### src/rtl/mult_ctrl.sv
// Multi-cycle HI/LO multiply controller: radix-2 shift-add on operand magnitudes,
// sign fix-up, 64-bit commit to HI/LO, plus MTHI/MTLO writes and flush abort.
//
// state | meaning
// ------+------------------------------------------------------------
// IDLE  | no multiply in flight; accepts start and MTHI/MTLO writes
// CALC  | one shift-add iteration per clock, WIDTH iterations total
// FIX   | apply sign to the magnitude product and commit to HI/LO
module mult_ctrl #(
    parameter int WIDTH = 32
) (
    input  logic             clk,
    input  logic             reset,
    input  logic             start,
    input  logic             is_signed,
    input  logic [WIDTH-1:0] a,
    input  logic [WIDTH-1:0] b,
    input  logic             flush,
    input  logic             hi_we,
    input  logic             lo_we,
    input  logic [WIDTH-1:0] wdata,
    output logic [WIDTH-1:0] hi,
    output logic [WIDTH-1:0] lo,
    output logic             busy,
    output logic             done
);

    localparam int CNT_W = $clog2(WIDTH);
    localparam logic [CNT_W-1:0] CNT_LAST = CNT_W'(WIDTH - 1);

    typedef enum logic [1:0] {
        IDLE = 2'd0,
        CALC = 2'd1,
        FIX  = 2'd2
    } state_t;

    state_t               state;
    logic [WIDTH-1:0]     ma;
    logic                 neg;
    logic [2*WIDTH-1:0]   p;
    logic [CNT_W-1:0]     cnt;

    logic [WIDTH-1:0]     a_mag;
    logic [WIDTH-1:0]     b_mag;
    logic [WIDTH-1:0]     addend;
    logic [WIDTH:0]       sum;
    logic [2*WIDTH-1:0]   product;

    // Negating the most negative value wraps back to itself, which is the
    // correct magnitude when read as unsigned.
    always_comb begin
        a_mag   = (is_signed && a[WIDTH-1]) ? -a : a;
        b_mag   = (is_signed && b[WIDTH-1]) ? -b : b;
        addend  = p[0] ? ma : '0;
        sum     = {1'b0, p[2*WIDTH-1:WIDTH]} + {1'b0, addend};
        product = neg ? -p : p;
    end

    assign busy = (state != IDLE);

    always_ff @(posedge clk or negedge reset) begin
        if (!reset) begin
            state <= IDLE;
            ma    <= '0;
            neg   <= 1'b0;
            p     <= '0;
            cnt   <= '0;
            hi    <= '0;
            lo    <= '0;
            done  <= 1'b0;
        end else begin
            done <= 1'b0;
            case (state)
                IDLE: begin
                    if (hi_we) hi <= wdata;
                    if (lo_we) lo <= wdata;
                    if (start && !flush) begin
                        ma    <= a_mag;
                        neg   <= is_signed & (a[WIDTH-1] ^ b[WIDTH-1]);
                        p     <= {{WIDTH{1'b0}}, b_mag};
                        cnt   <= '0;
                        state <= CALC;
                    end
                end
                CALC: begin
                    if (flush) begin
                        state <= IDLE;
                    end else begin
                        p   <= {sum, p[WIDTH-1:1]};
                        cnt <= cnt + 1'b1;
                        if (cnt == CNT_LAST) state <= FIX;
                    end
                end
                FIX: begin
                    state <= IDLE;
                    if (!flush) begin
                        hi   <= product[2*WIDTH-1:WIDTH];
                        lo   <= product[WIDTH-1:0];
                        done <= 1'b1;
                    end
                end
                default: state <= IDLE;
            endcase
        end
    end

endmodule

### config.mk
export PLATFORM = sky130hd
export DESIGN_NAME = mult_ctrl
export DESIGN_NICKNAME = d
export VERILOG_FILES = /design/src/rtl/mult_ctrl.sv
export SDC_FILE = /design/constraint.sdc
export NUM_CORES = 1
export LEC_CHECK = 0
export BUFFER_PORTS_ARGS = -buffer_cell sky130_fd_sc_hd__buf_2
export CAP_MARGIN = 15
export CORE_ASPECT_RATIO = 0.5
export CORE_UTILIZATION = 23
export CTS_CLUSTER_SIZE = 40
export DETAILED_ROUTE_END_ITERATION = 6
export GPL_TIMING_DRIVEN = 0
export PLACE_DENSITY = 0.48
export SETUP_SLACK_MARGIN = 0.02
export SYNTH_ARGS = -nofsm -noshare
export SYNTH_HDL_FRONTEND = slang
export SYNTH_SLANG_ARGS = --single-unit
export TNS_END_PERCENT = 10
### constraint.sdc
create_clock -name clk -period 5.82 [get_ports clk]
set_clock_uncertainty 0.15 [all_clocks]
set_input_delay 0.873 -clock clk [delete_from_list [all_inputs] [get_ports clk]]
set_output_delay 0.873 -clock clk [all_outputs]
set_load 0.05 [all_outputs]
# Word-level counts from Yosys, hierarchy flattened
# Cells that the tools add are included.
# W data, S select, Z words.
# classes
n_eq_ne	9
n_addsub	5
n_reduce_logical	13
bitwise	2
mux	22
# ops
operator	count
$mux W32	7
$mux W64	3
$pmux W32 S2	2
$pmux W64 S2	1
$neg A32 Y32	2
$neg A64 Y64	1
$add A32 B32 Y33	1
$mux W5	2
$ne A2 B2 Y1 const B	5
$pmux W5 S2	1
$reduce_and A3 Y1	3
$mux W2	3
$reduce_bool A2 Y1	3
$add A5 B1 Y5 const B	1
$eq A5 B5 Y1 const B	1
$pmux W2 S2	1
$reduce_and A2 Y1	2
$logic_and A1 B1 Y1	3
$ne A3 B3 Y1 const B	1
$eq A2 B1 Y1 const B	1
$eq A2 B2 Y1 const B	1
$logic_not A2 Y1	1
$mux W1	2
$and A1 B1 Y1	1
other kinds (2)	2
# word_totals
out_inout_bits	66
word_cells	59
regBits	169

# Longest topological paths before layout
# logic_depth
word_depth	4
depth_mapped	13
mapped_depth_nobuf	11

# Worst setup path before layout
# Ideal clock, no wire load.
# synth_timing
path_kind	register to register
from	register p[4]
to	register hi[31]
path_slack_ns	2.546
stages_incl_launch_ff	9
arrival_ns	2.973
synth_period_minus_slack_ns	3.274
setup_ns	0.151
cell_sequence	dfrtp_1 or4_1 buf_2 or4_4 or4_4 or2_4 or4_4 o31ai_2 a41oi_1
# synth_between
elab_chain_len	4
# synth_rtl
item	line	rtl
from (decl)	40	logic [2*WIDTH-1:0] p;
from (signal assigned)	80	p <= {{WIDTH{1'b0}}, b_mag};
from (signal assigned)	89	p <= {sum, p[WIDTH-1:1]};
$neg A64 Y64	56	product = neg ? -p : p;
$mux W64	56	
$mux W32	96	if (!flush) begin
$pmux W32 S2	73	case (state)
to (signal assigned)	75	if (hi_we) hi <= wdata;
to (signal assigned)	97	hi <= product[2*WIDTH-1:WIDTH];
to (decl)	22	output logic [WIDTH-1:0] hi,
# Every way passes these cells. The select of a mux whose other input is x is not followed.
# A chain may end at the register's enable or synchronous reset.

# Worst setup path after layout
# layout_timing
from	register p[0]
to	register p[63]
# layout_between
elab_chain_len	4
# layout_rtl
item	line	rtl
$mux W32	54	addend = p[0] ? ma : '0;
$add A32 B32 Y33	55	sum = {1'b0, p[2*WIDTH-1:WIDTH]} + {1'b0, addend};
$mux W64	86	if (flush) begin
$pmux W64 S2	73	
# Every way passes these cells. The select of a mux whose other input is x is not followed.

==> summary.txt <==
fillcell total - 5,425
worst skew pair latency - 460 ps
Peak VDD IR - 225.4 uV
reg-to-reg startpoint - p[0]
type of origin of the critical path - register
Synth Area in Adders - 4.149%
syn_nets - 1,592
num ports - 169
drt first pass iters - 6
maxcap violations - 0
Setup WS post-layout - 1295 ps
first-pass GRT wire length - 70,060 um
portion of netlist area occupied by mux cells - 0.2580%
Die H - 161.1 um
cell-internal power - 2.957 mW
largest net degree at the start of global routing - 96
Setup Viol. Count Final - 0
Simple-Gate Fraction of Synth Area - 22.53%
CTS tree - yes
critical path's slowest cell - clkbuf_1
worst slew pin tran - 1052 ps
crit path to - p[63]
Congestion Overflow GR - 0
Synth top area share - 36.33%
wire per inst - 19.81 um
crit path cell chain - clkbuf_1 -> clkbuf_1 -> and2_1 -> ha_1 -> inv_1 -> fa_1 -> nor2b_1 -> o2111ai_1 -> a21oi_1 -> o21ai_0 -> o41a_1 -> o21ai_0 -> and3_1
Initial Util - 23.65%
NetSw - 2.502 mW
sequential area share after synthesis - 36.33%
final core occ - 28.33%
largest area contributor in the synthesized netlist - dfrtp_1
worst rel slew slack - 28.85%
share of cells above drive strength 1 - 13.14%
Synth Warn # - 0
Most used DFF post-synth - dfrtp_1
Logic pwr share - 43.7%
total negative slack - 0 ps
critical path peak fanout - 10
sequential power share - 34.1%
sw frac - 45.83%
run status - finished, final reports clean
clock slew at reported path FFs - 70 ps
Rows - 57
Clock Tree Buf Depth - 2
FF-to-FF End - p[63]
Port Buffer Count - 168
fin crit period - 4525 ps
total power - 5.459 mW
Detail Placement HPWL - 36,560 um
H-Tree Depth - 4
Final Hold Vio Count - 0
fin crit share - 77.76%
Critical Path Sink Type - register
Req. time, crit path - 6050 ps
Avg Inst Size Synth - 8.022 sq um
PostCTS Resize Cnt - 0
cts hold-fix bufs - 0
setup bufs post-CTS - 0
synth cell count leaders - nand2_1, o21ai_0, dfrtp_1
RD Place Congestion - 0.8788
RSZ-0062 raised after global routing - false
antenna violations before repair - 10
Max Freq - 0.2210 GHz
most common cell in the netlist - nand2_1
Worst Path Arrival - 4760 ps
sequential cell area - 4229 sq um
post-synthesis xor/xnor area fraction - 10.46%
EDFF count, synth - 0
synth top area cells - dfrtp_1, o21ai_0, nand2_1, xor2_1, a21oi_1
Slew Limit Fails - 0
ys async rst share - 100.0%
Total Die Area - 51,570 sq um
Pwr Density - 391.5 nW/um^2
Syn-to-layout area delta - 19.78%
power share of the clock group - 22.1%
Routed WL - 45,680 um
Mapped Cells - 1,451
Global Route Usage Sum - 17.78%
reg-to-reg slack, setup - 1290 ps
vias after detailed routing - 11.56k
Setup WS pre-CTS - 1324 ps
CTS buffer count - 17
Netlist Area Pre-Place - 11,640 sq um
Setup CP Type - register to register
Seq cells post-synth - 169
post-route DRC violation count - 0
number of global-route vias before repair - 11.41k
Lkg Pwr - 5.813 nW
Post-DRT Antenna Nets - 0
Unique masters post-synth - 63
post-DR vias/cell - 5.011
NumNets Final - 1,781
Hold Crit Class - input pin to asynchronous set/reset pin
clk sink count - 169
initial detailed-routing violation count - 984
largest family of logic cells by synthesized area - compound AO/OA/AOI/OAI gates
final hold slack - 226.4 ps
Synth Area in Compound Gates - 22.78%
reg2reg path depth - 13
Core Footprint - 49,210 sq um
CP startpoint - p[0]
Multi-input gate area - 7004 sq um
Largest stage delay, worst path - 610 ps
clk root buf - clkbuf_16
DIE WIDTH - 320.1 um
[final cells by class]
| type | instances | share of cell area, % |
|---|---|---|
| Multi-Input combinational cell | 1174 | 50.24 |
| Sequential cell | 169 | 30.33 |
| Clock inverter | 8 | 1.059 |
| Buffer | 84 | 2.270 |
| Timing Repair Buffer | 170 | 6.336 |
| Inverter | 24 | 0.6461 |
| Tap cell | 649 | 5.824 |
| Antenna cell | 6 | 0.1077 |
| Clock buffer | 22 | 3.186 |
[critical path, delay by kind of cell, from the launching register on]
| kind | cells | cell delay, ps |
|---|---|---|
| AOI/OAI and AO/OA | 5 | 1630 |
| buffers and inverters | 3 | 1090 |
| and+or+nand+nor | 3 | 670 |
| adders and majority gates | 2 | 570 |
| DFF | 1 | 330 |
[cell usage in the layout, fill, tap and decap left out, types with 7 or more instances in the layout]
master	count
or3_1	20
nor2_1	131
buf_2	169
a31oi_1	12
nand3_1	24
and3_1	15
or4_1	20
nand2_1	193
clkbuf_1	84
o21ai_0	183
and2_1	38
nand2b_1	15
or2_2	9
xor2_1	79
a21oi_1	116
a21o_1	12
o41ai_1	18
nor3_1	26
nand4_1	14
clkbuf_16	17
ha_1	37
o22ai_1	11
dfrtp_1	169
nor4_1	19
inv_1	24
o221ai_1	9
o31ai_1	36
xnor2_1	60
a211oi_1	7
[through the flow]
step	cells	cell area, sq um
floorplan	1451	11640
global placement	2268	13290
detailed placement	2269	13330
CTS	2299	13920
global route	2302	13930
finish	2306	13940
[cells by family after synthesis]
logic type               Yosys count
XOR/XNOR                         139
flip-flops                       169
adder cells (fa/ha/maj)           38
buffers and inverters            108
AND/OR/NAND/NOR                  547
multiplexers                       3
AO/OA/AOI/OAI                    447
[sequential cells by signal, indices dropped and copies added, names as in the netlist]
signal  count
p          64
neg         1
lo         32
state       2
done        1
ma         32
cnt         5
hi         32
[how the worst min path moves through the flow]
stage / cells past startpoint / to / slack, ps
after global placement: 2 / ma[8] / 310
after detailed placement: 2 / ma[5] / 310
after global routing: 1 / lo[5] / 270
after CTS: 1 / lo[5] / 250
after floorplan: 2 / ma[31] / 290
final: 1 / lo[5] / 230
[power by group through the flow]
stage          Sequential, mW  Clock, mW  Combinational [mW]
2_1_floorplan            1.96          0                1.42
3_3_place_gp             1.88          0                2.36
3_5_place_dp             1.88          0                2.37
4_1_cts                  1.86       1.23                2.38
5_1_grt                  1.90       1.28                2.63
6_report                 1.86       1.21                2.39
[metal layers]
layer | routed length, um | vias up | global-route usage, %
met1 | 20310 | 5596 | 23.04
met4 | 1217 | 8 | 5.720
met2 | 21540 | 298 | 29.52
li1 | - | 5586 | -
met3 | 2560 | 68 | 3.749
met5 | 54 | - | 0
No activity file was read; power rests on OpenSTA's default activity.
